--- src/rtl/interface_axis_slave.sv ---
`default_nettype none
// =============================================================================
// interface_axis_slave : AXI-Stream slave writing one bounded packet to a buffer
// Rev 1.0
// =============================================================================
module interface_axis_slave #(
  parameter int ADDR_BIT = 16,
  parameter int DATA_BIT = 64
) (
  input  logic                clk,
  input  logic                rst_n,
  input  logic                recv_enable,
  input  logic [ADDR_BIT-1:0] addr_start,
  input  logic [ADDR_BIT-1:0] addr_end,
  input  logic                s_axis_tvalid,
  input  logic [DATA_BIT-1:0] s_axis_tdata,
  input  logic                s_axis_tlast,
  output logic                s_axis_tready,
  output logic                write_en,
  output logic [ADDR_BIT-1:0] write_addr,
  output logic [DATA_BIT-1:0] write_data,
  output logic                recv_done,
  output logic                err_short,
  output logic                err_long,
  output logic [ADDR_BIT-1:0] beat_count
);

  localparam logic [ADDR_BIT-1:0] ADDR_ONE = {{(ADDR_BIT-1){1'b0}}, 1'b1};

  typedef enum logic [1:0] {
    IDLE  = 2'd0,
    RECV  = 2'd1,
    DRAIN = 2'd2,
    DONE  = 2'd3
  } state_t;

  state_t              state;
  state_t              state_next;
  logic [ADDR_BIT-1:0] base_addr;
  logic [ADDR_BIT-1:0] len;
  logic [ADDR_BIT-1:0] len_req;
  logic                handshake;
  logic                at_last;

  assign len_req       = addr_end - addr_start;
  assign s_axis_tready = (state == RECV) || (state == DRAIN);
  assign recv_done     = (state == DONE);
  assign handshake     = s_axis_tvalid & s_axis_tready;
  // Only meaningful in RECV, where len is guaranteed non-zero.
  assign at_last       = (beat_count == (len - ADDR_ONE));

  always_ff @(posedge clk or negedge rst_n) begin
    if (!rst_n) begin
      state <= IDLE;
    end else begin
      state <= state_next;
    end
  end

  always_comb begin
    state_next = state;
    unique case (state)
      IDLE: begin
        if (recv_enable) begin
          state_next = (len_req != '0) ? RECV : DONE;
        end
      end
      RECV: begin
        if (handshake) begin
          if (at_last && !s_axis_tlast) begin
            state_next = DRAIN;
          end else if (at_last || s_axis_tlast) begin
            state_next = DONE;
          end
        end
      end
      DRAIN: begin
        if (handshake && s_axis_tlast) begin
          state_next = DONE;
        end
      end
      DONE:    state_next = IDLE;
      default: state_next = IDLE;
    endcase
  end

  always_ff @(posedge clk or negedge rst_n) begin
    if (!rst_n) begin
      base_addr  <= '0;
      len        <= '0;
      beat_count <= '0;
      err_short  <= 1'b0;
      err_long   <= 1'b0;
      write_en   <= 1'b0;
      write_addr <= '0;
      write_data <= '0;
    end else begin
      write_en <= 1'b0;
      if ((state == IDLE) && recv_enable) begin
        base_addr  <= addr_start;
        len        <= len_req;
        beat_count <= '0;
        err_short  <= 1'b0;
        err_long   <= 1'b0;
      end
      if ((state == RECV) && handshake) begin
        write_en   <= 1'b1;
        write_addr <= base_addr + beat_count;
        write_data <= s_axis_tdata;
        beat_count <= beat_count + ADDR_ONE;
        if (s_axis_tlast && !at_last) begin
          err_short <= 1'b1;
        end
        if (!s_axis_tlast && at_last) begin
          err_long <= 1'b1;
        end
      end
    end
  end

endmodule
`default_nettype wire

--- config.mk ---
export PLATFORM = sky130hd
export DESIGN_NAME = interface_axis_slave
export DESIGN_NICKNAME = d
export VERILOG_FILES = /design/src/rtl/interface_axis_slave.sv
export SDC_FILE = /design/constraint.sdc
export NUM_CORES = 1
export LEC_CHECK = 0
export CORE_ASPECT_RATIO = 1.1
export CORE_UTILIZATION = 44
export CTS_CLUSTER_DIAMETER = 60
export CTS_CLUSTER_SIZE = 8
export DETAILED_ROUTE_END_ITERATION = 10
export GPL_TIMING_DRIVEN = 0
export PLACE_DENSITY = 0.77
export SETUP_SLACK_MARGIN = 0.4
export SYNTH_ARGS = -nofsm -noshare
export SYNTH_HDL_FRONTEND = slang
export SYNTH_SLANG_ARGS = --single-unit
--- constraint.sdc ---
create_clock -name clk -period 2.31 [get_ports clk]
set_input_delay 0.5775 -clock clk [delete_from_list [all_inputs] [get_ports clk]]
set_output_delay 0.5775 -clock clk [all_outputs]
set_load 0.1 [all_outputs]
# Word level (Yosys, flattened, before mapping)
# Cells that the tools add are included.
# classes
n_reduce_logical	13
add_sub_neg	4
eq_ne	8
n_bitwise	1
muxes	16
# op_table
op	count
2-to-1 mux 16 bit	2
adder 16 x 1 -> 16 bit (second input constant)	1
adder 16 bit	1
equality test 16 bit	1
nonzero test 16 bit	1
subtractor 16 x 1 -> 16 bit (second input constant)	1
subtractor 16 bit	1
2-to-1 mux 2 bit	6
one-hot mux 2 bit (4 select lines)	1
2-to-1 mux 1 bit	7
logical AND 1 bit	5
equality test 2 bit (second input constant)	2
inequality test 2 bit (second input constant)	2
AND reduction 4 bit	1
inequality test 3 x 1 -> 1 bit (second input constant)	1
equality test 2 x 1 -> 1 bit (second input constant)	1
zero test 1 bit	2
zero test 2 bit	1
logical OR 1 bit	2
inequality test 2 x 1 -> 1 bit (second input constant)	1
nonzero test 2 bit	1
AND 1 bit	1
# totals
reg_bits	133
wordCells	51
output_inout_bits	101

# Longest topological paths before layout
# logic_depth
word_depth	7
mapped_depth	11
mapped_depth_nobuf	11

# Worst setup path before layout
# OpenSTA, ideal clock, no wires.
# synth_path
path_kind	register -> register
from	register beat_count[0]
to	register write_addr[12]
setup_slack_ps	-633
stages_incl_launch_ff	12
t_arrival_ps	2861
setup_time_ps	83
path_buffers	0
path_cell_list	dfrtp_1 > ha_1 > inv_1 > fa_1 > nor2b_1 > o21ai_0 > a21oi_1 > o31ai_1 > o21ai_0 > o22ai_1 > xor2_1 > o21ai_0
# synth_between
elab_chain_cells	1
# synth_rtl
item	line	source
start, declared	25	output logic [ADDR_BIT-1:0] beat_count
start signal, assigned	110	beat_count <= beat_count + ADDR_ONE;
adder 16 bit	108	write_addr <= base_addr + beat_count;
end signal, assigned	108	
end, declared	20	output logic [ADDR_BIT-1:0] write_addr,
# Every way passes these cells.
# A chain may end at the register's enable or synchronous reset.

# Final worst setup path
# layout_path
from	input addr_end[0]
to	register state[1]
# layout_between
elab_chain_cells	5
# layout_rtl
item	line	source
start, declared	14	input logic [ADDR_BIT-1:0] addr_end,
subtractor 16 bit	45	assign len_req = addr_end - addr_start;
nonzero test 16 bit	65	state_next = (len_req != '0) ? RECV : DONE;
2-to-1 mux 2 bit	65	
2-to-1 mux 2 bit	64	if (recv_enable) begin
one-hot mux 2 bit (4 select lines)	62	unique case (state)
end signal, assigned	56	state <= state_next;
end, declared	37	state_t state;
# Every way passes these cells. The select of a mux whose other input is x is not followed.

==> implementation parameters <==
Parameter                              Value

Clock network
  Total CTS buffers ... 17
  Clk root buf ... clkbuf_16
  CTS tree ... done
  Bufs on Longest Clock Path ... 2
  Hold-fix buffer count after cts ... 0
  H-Tree Depth ... 4
  Clock slew seen by the registers of the worst setup and hold paths ... 0.06 ns
  Number of sinks driven by the clock tree ... 133
  Insertion delay of the later-clocked pin in the worst-skew pair ... 0.42 ns

Setup path
  Crit Path Category ... in -> reg
  Largest stage delay on the critical path ... 0.39 ns
  Critical R2R Capture ... state[0]$_DFFE_PN0P_
  Crit-path cells ... buf_8 -> inv_8 -> ha_4 -> fa_2 -> nor2b_4 -> o31a_1 -> o21ai_1 -> a21boi_2 -> o2111a_1 -> nand4b_1 -> nor4b_4 -> o31a_2
  Critical-path maximum fanout ... 4
  Cell type group with the largest total delay on the critical path ... compound AO/OA/AOI/OAI gates
  Arrival time of the worst setup path ... 3.05 ns
  Flop-to-flop setup slack ... -0.24 ns
  Number of cells on the worst reg-to-reg path ... 10
  Cell with the largest stage delay on the worst path ... nor4b_4
  Nature of the critical path endpoint ... flop
  Buffer and inverter count on the worst path ... 2
  Data required time at the worst endpoint ... between 2 and 3 ns
  Type of element launching the critical path ... input pin
  Launch instance of the worst register-to-register path ... len[0]$_DFFE_PN0P_

Global route
  Global-route wire length before repair ... 34,100 um
  GRT Residual Overflow ... 0
  Met2 track demand over resource in global routing ... 0.472
  Met3 routing resource usage after global routing ... 0.0440
  Total Routing Usage GR ... 0.262
  Number of antenna violations at the first check in global routing ... 1
  Number of global-route vias before repair ... 7,045
  Global routing's busiest layer ... met2
  Grt met1 use ... 0.296
  Pin count of the biggest net entering global routing ... slightly above 90

Logic synthesis
  Area share of fa/ha/maj cells after synthesis ... 0.0698
  #FFs+latches synth ... 133
  Compound-Gate Fraction of Synth Area ... 0.138
  Yosys top cell by area ... dfrtp_1
  Count of warnings emitted by yosys ... 0
  Yosys cell types ... between 60 and 70
  Parity-gate share of the synthesized area counting xor and xnor cells ... 0.0535
  Share of the synthesized area in the top cell type ... 0.462
  Fraction of synthesis flops using an asynchronous set or reset pin ... 1.00
  Post-Syn Area ... 7210 um^2
  Gate count of the mapped netlist ... 825
  Post-Synth Simple-Gate Area ... 0.230
  Dominant combinational cell family by area after synthesis ... simple AND/OR/NAND/NOR gates
  Most frequent cells after synthesis ... nand2_1, dfrtp_1, o21ai_0, inv_1, ha_1
  Average cell area after synthesis ... a little under 9 um^2
  Number of flops mapped to enable cells by yosys ... 0
  Post-synth net total ... 965
  Most frequently used cell type in the post-synthesis netlist ... nand2_1
  Sequential element share of the synthesized area ... 0.462
  Leading cell types by total area after synthesis ... dfrtp_1, nand2_1, ha_1, o21ai_0, xor2_1
  Leading register cell type out of synthesis ... dfrtp_1
  Share of cell area taken by muxes after synthesis ... 0.00781

Floorplan
  Total Die Area ... 16,900 um^2
  Row count ... 48
  Width of the chip ... 124 um
  Initial core utilization ... 0.455
  Core Region ... 15,900 um^2
  Top Ports ... 202
  Chip height ... 136 um

STA
  RSZ-0062 raised after global routing ... yes
  Worst setup slack after layout ... -0.374 ns
  Worst clock skew on the final layout ... 0.00981 ns
  Slew Limit Fails ... 0
  Number of hold violations in the final report ... 0
  Actual transition at the worst max-transition pin ... 0.548 ns
  Max frequency ... 373 MHz
  Fraction of the cycle the final worst path needs ... 1.16
  Final Setup Violations ... 3
  Minimum period implied by the final worst setup slack ... 2.68 ns
  Max transition margin ... 0.630
  Post-Route Setup TNS ... -0.828 ns

Final layout
  Final net count ... ~1,300
  Number of cells in the finished layout apart from fillers ... 1,334
  Signed area change from the synthesized netlist to the final layout ... 56.3%
  Fraction of final layout cells with drive strength greater than 1 ... 0.334
  Antenna Diode Count ... 0

Detailed routing
  Vias/cell ... roughly 5.4
  DRC errors left ... 0
  Length of the first detailed-routing pass in iterations ... 7
  Number of antenna-violating nets in the routed design ... 0
  Detailed-route wire length ... 22,700 um
  Count of routing violations after the opening detailed-route iteration ... 368
  Wire length per cell ... 17.0 um
  Total number of vias ... 7,168

Power
  Static Leakage ... 5.37 nW
  Peak VDD IR ... 651 uV
  Power density relative to cell area ... 1530 nW/um^2
  Total Power Consumption ... around 17 mW

Placed design
  Inst Count DP ... 1,227
  Total half-perimeter wirelength after legalization and detailed placement ... 14,400 um
  Final RePlAce weighted congestion ... 0.865
  # port buffers ... 201

Outcome
  Run status ... complete, but fails checks
  Failing checks ... negative setup slack

Run
  Maximum Capacitance Violations ... 0

Hold path
  Path category of the worst min-delay check ... in -> async
layer usage:
| layer | part of all wire | vias to the layer above |
|---|---|---|
| li1 | - | 3405 |
| met1 | 0.38 | 3415 |
| met2 | 0.52 | 286 |
| met3 | 0.061 | 62 |
| met4 | 0.035 | 0 |
| met5 | 0 | - |
cell type report:
class	count	area, um^2
sequential	133	3370
clock buffer	18	429
multi-input combinational	621	4350
tap	200	250
fill	1196	4590
inverter	42	180
clock inverter	14	199
buffer	29	150
timing repair buffer	277	2330
logic make-up after synthesis:
| family | count (synthesis) |
|---|---|
| multiplexers | 5 |
| XOR/XNOR | 44 |
| AO/OA/AOI/OAI | 155 |
| AND/OR/NAND/NOR | 378 |
| buffers and inverters | 71 |
| adder cells (fa/ha/maj) | 39 |
| flip-flops | 133 |
repair_timing:
action,in CTS,in global routing
gates cloned,0,0
pin swaps,66,23
hold endpoints to repair,0,0
setup buffers,69,6
endpoints found under the setup margin,213,135
gates resized for setup,560,182
layout by cell type (no fill, tap or decap), drive strengths merged, types with 15 or more instances in the layout:
cell and count:
dfrtp 133, ha 37, inv 45, nand3 20, xor2 24, xnor2 20, buf 176, o21ai 73
nor3 15, clkbuf 50, nand2 263, a21oi 17, clkdlybuf4s50 78, nor2 25
worst register-to-register path, delay by kind of cell, from the launching register on:
kind            cells  cell delay, ns
buf+inv             1            0.08
compound gates      4            0.76
simple gates        4            1.03
fa+ha+maj           1            0.13
flops               1            0.45
sequential cells by signal, summed over array words and instances, names as in the netlist:
name and flops:
err_long 1, err_short 1, state 2, write_data 64, len 16, write_addr 16
write_en 1, beat_count 16, base_addr 16
worst max-delay path by stage:
stage,start,to,slack [ns],depth (start not counted)
CTS,addr_end[0],state[1]$_DFFE_PN0P_,-0.30,12
global placement,rst_n,beat_count[8]$_DFFE_PN0P_,-5.49,1
floorplan,addr_end[0],state[1]$_DFFE_PN0P_,-0.23,11
global route,addr_end[0],state[1]$_DFFE_PN0P_,-0.42,12
finish,addr_end[0],state[1]$_DFFE_PN0P_,-0.37,12
detailed placement,addr_end[0],state[1]$_DFFE_PN0P_,-1.29,12
report_power, final:
group          internal, mW  switching (mW)  total, mW
Clock                  1.82            1.05       2.87
Sequential             3.30           0.666       3.97
Combinational          2.57            7.80       10.4
metrics by stage:
step | hold slack [ns] | area (um^2) | utilization | setup WS [ns]
2_1_floorplan | 0.282 | 7500 | - | -0.228
3_3_place_gp | 0.456 | 9760 | 0.616 | -5.49
3_5_place_dp | 0.461 | 9790 | 0.617 | -1.29
4_1_cts | 0.0680 | 11400 | 0.717 | -0.302
5_1_grt | 0.0728 | 11300 | 0.710 | -0.422
6_report | 0.0612 | 11300 | 0.710 | -0.374
(Power assumes the default switching activity.)
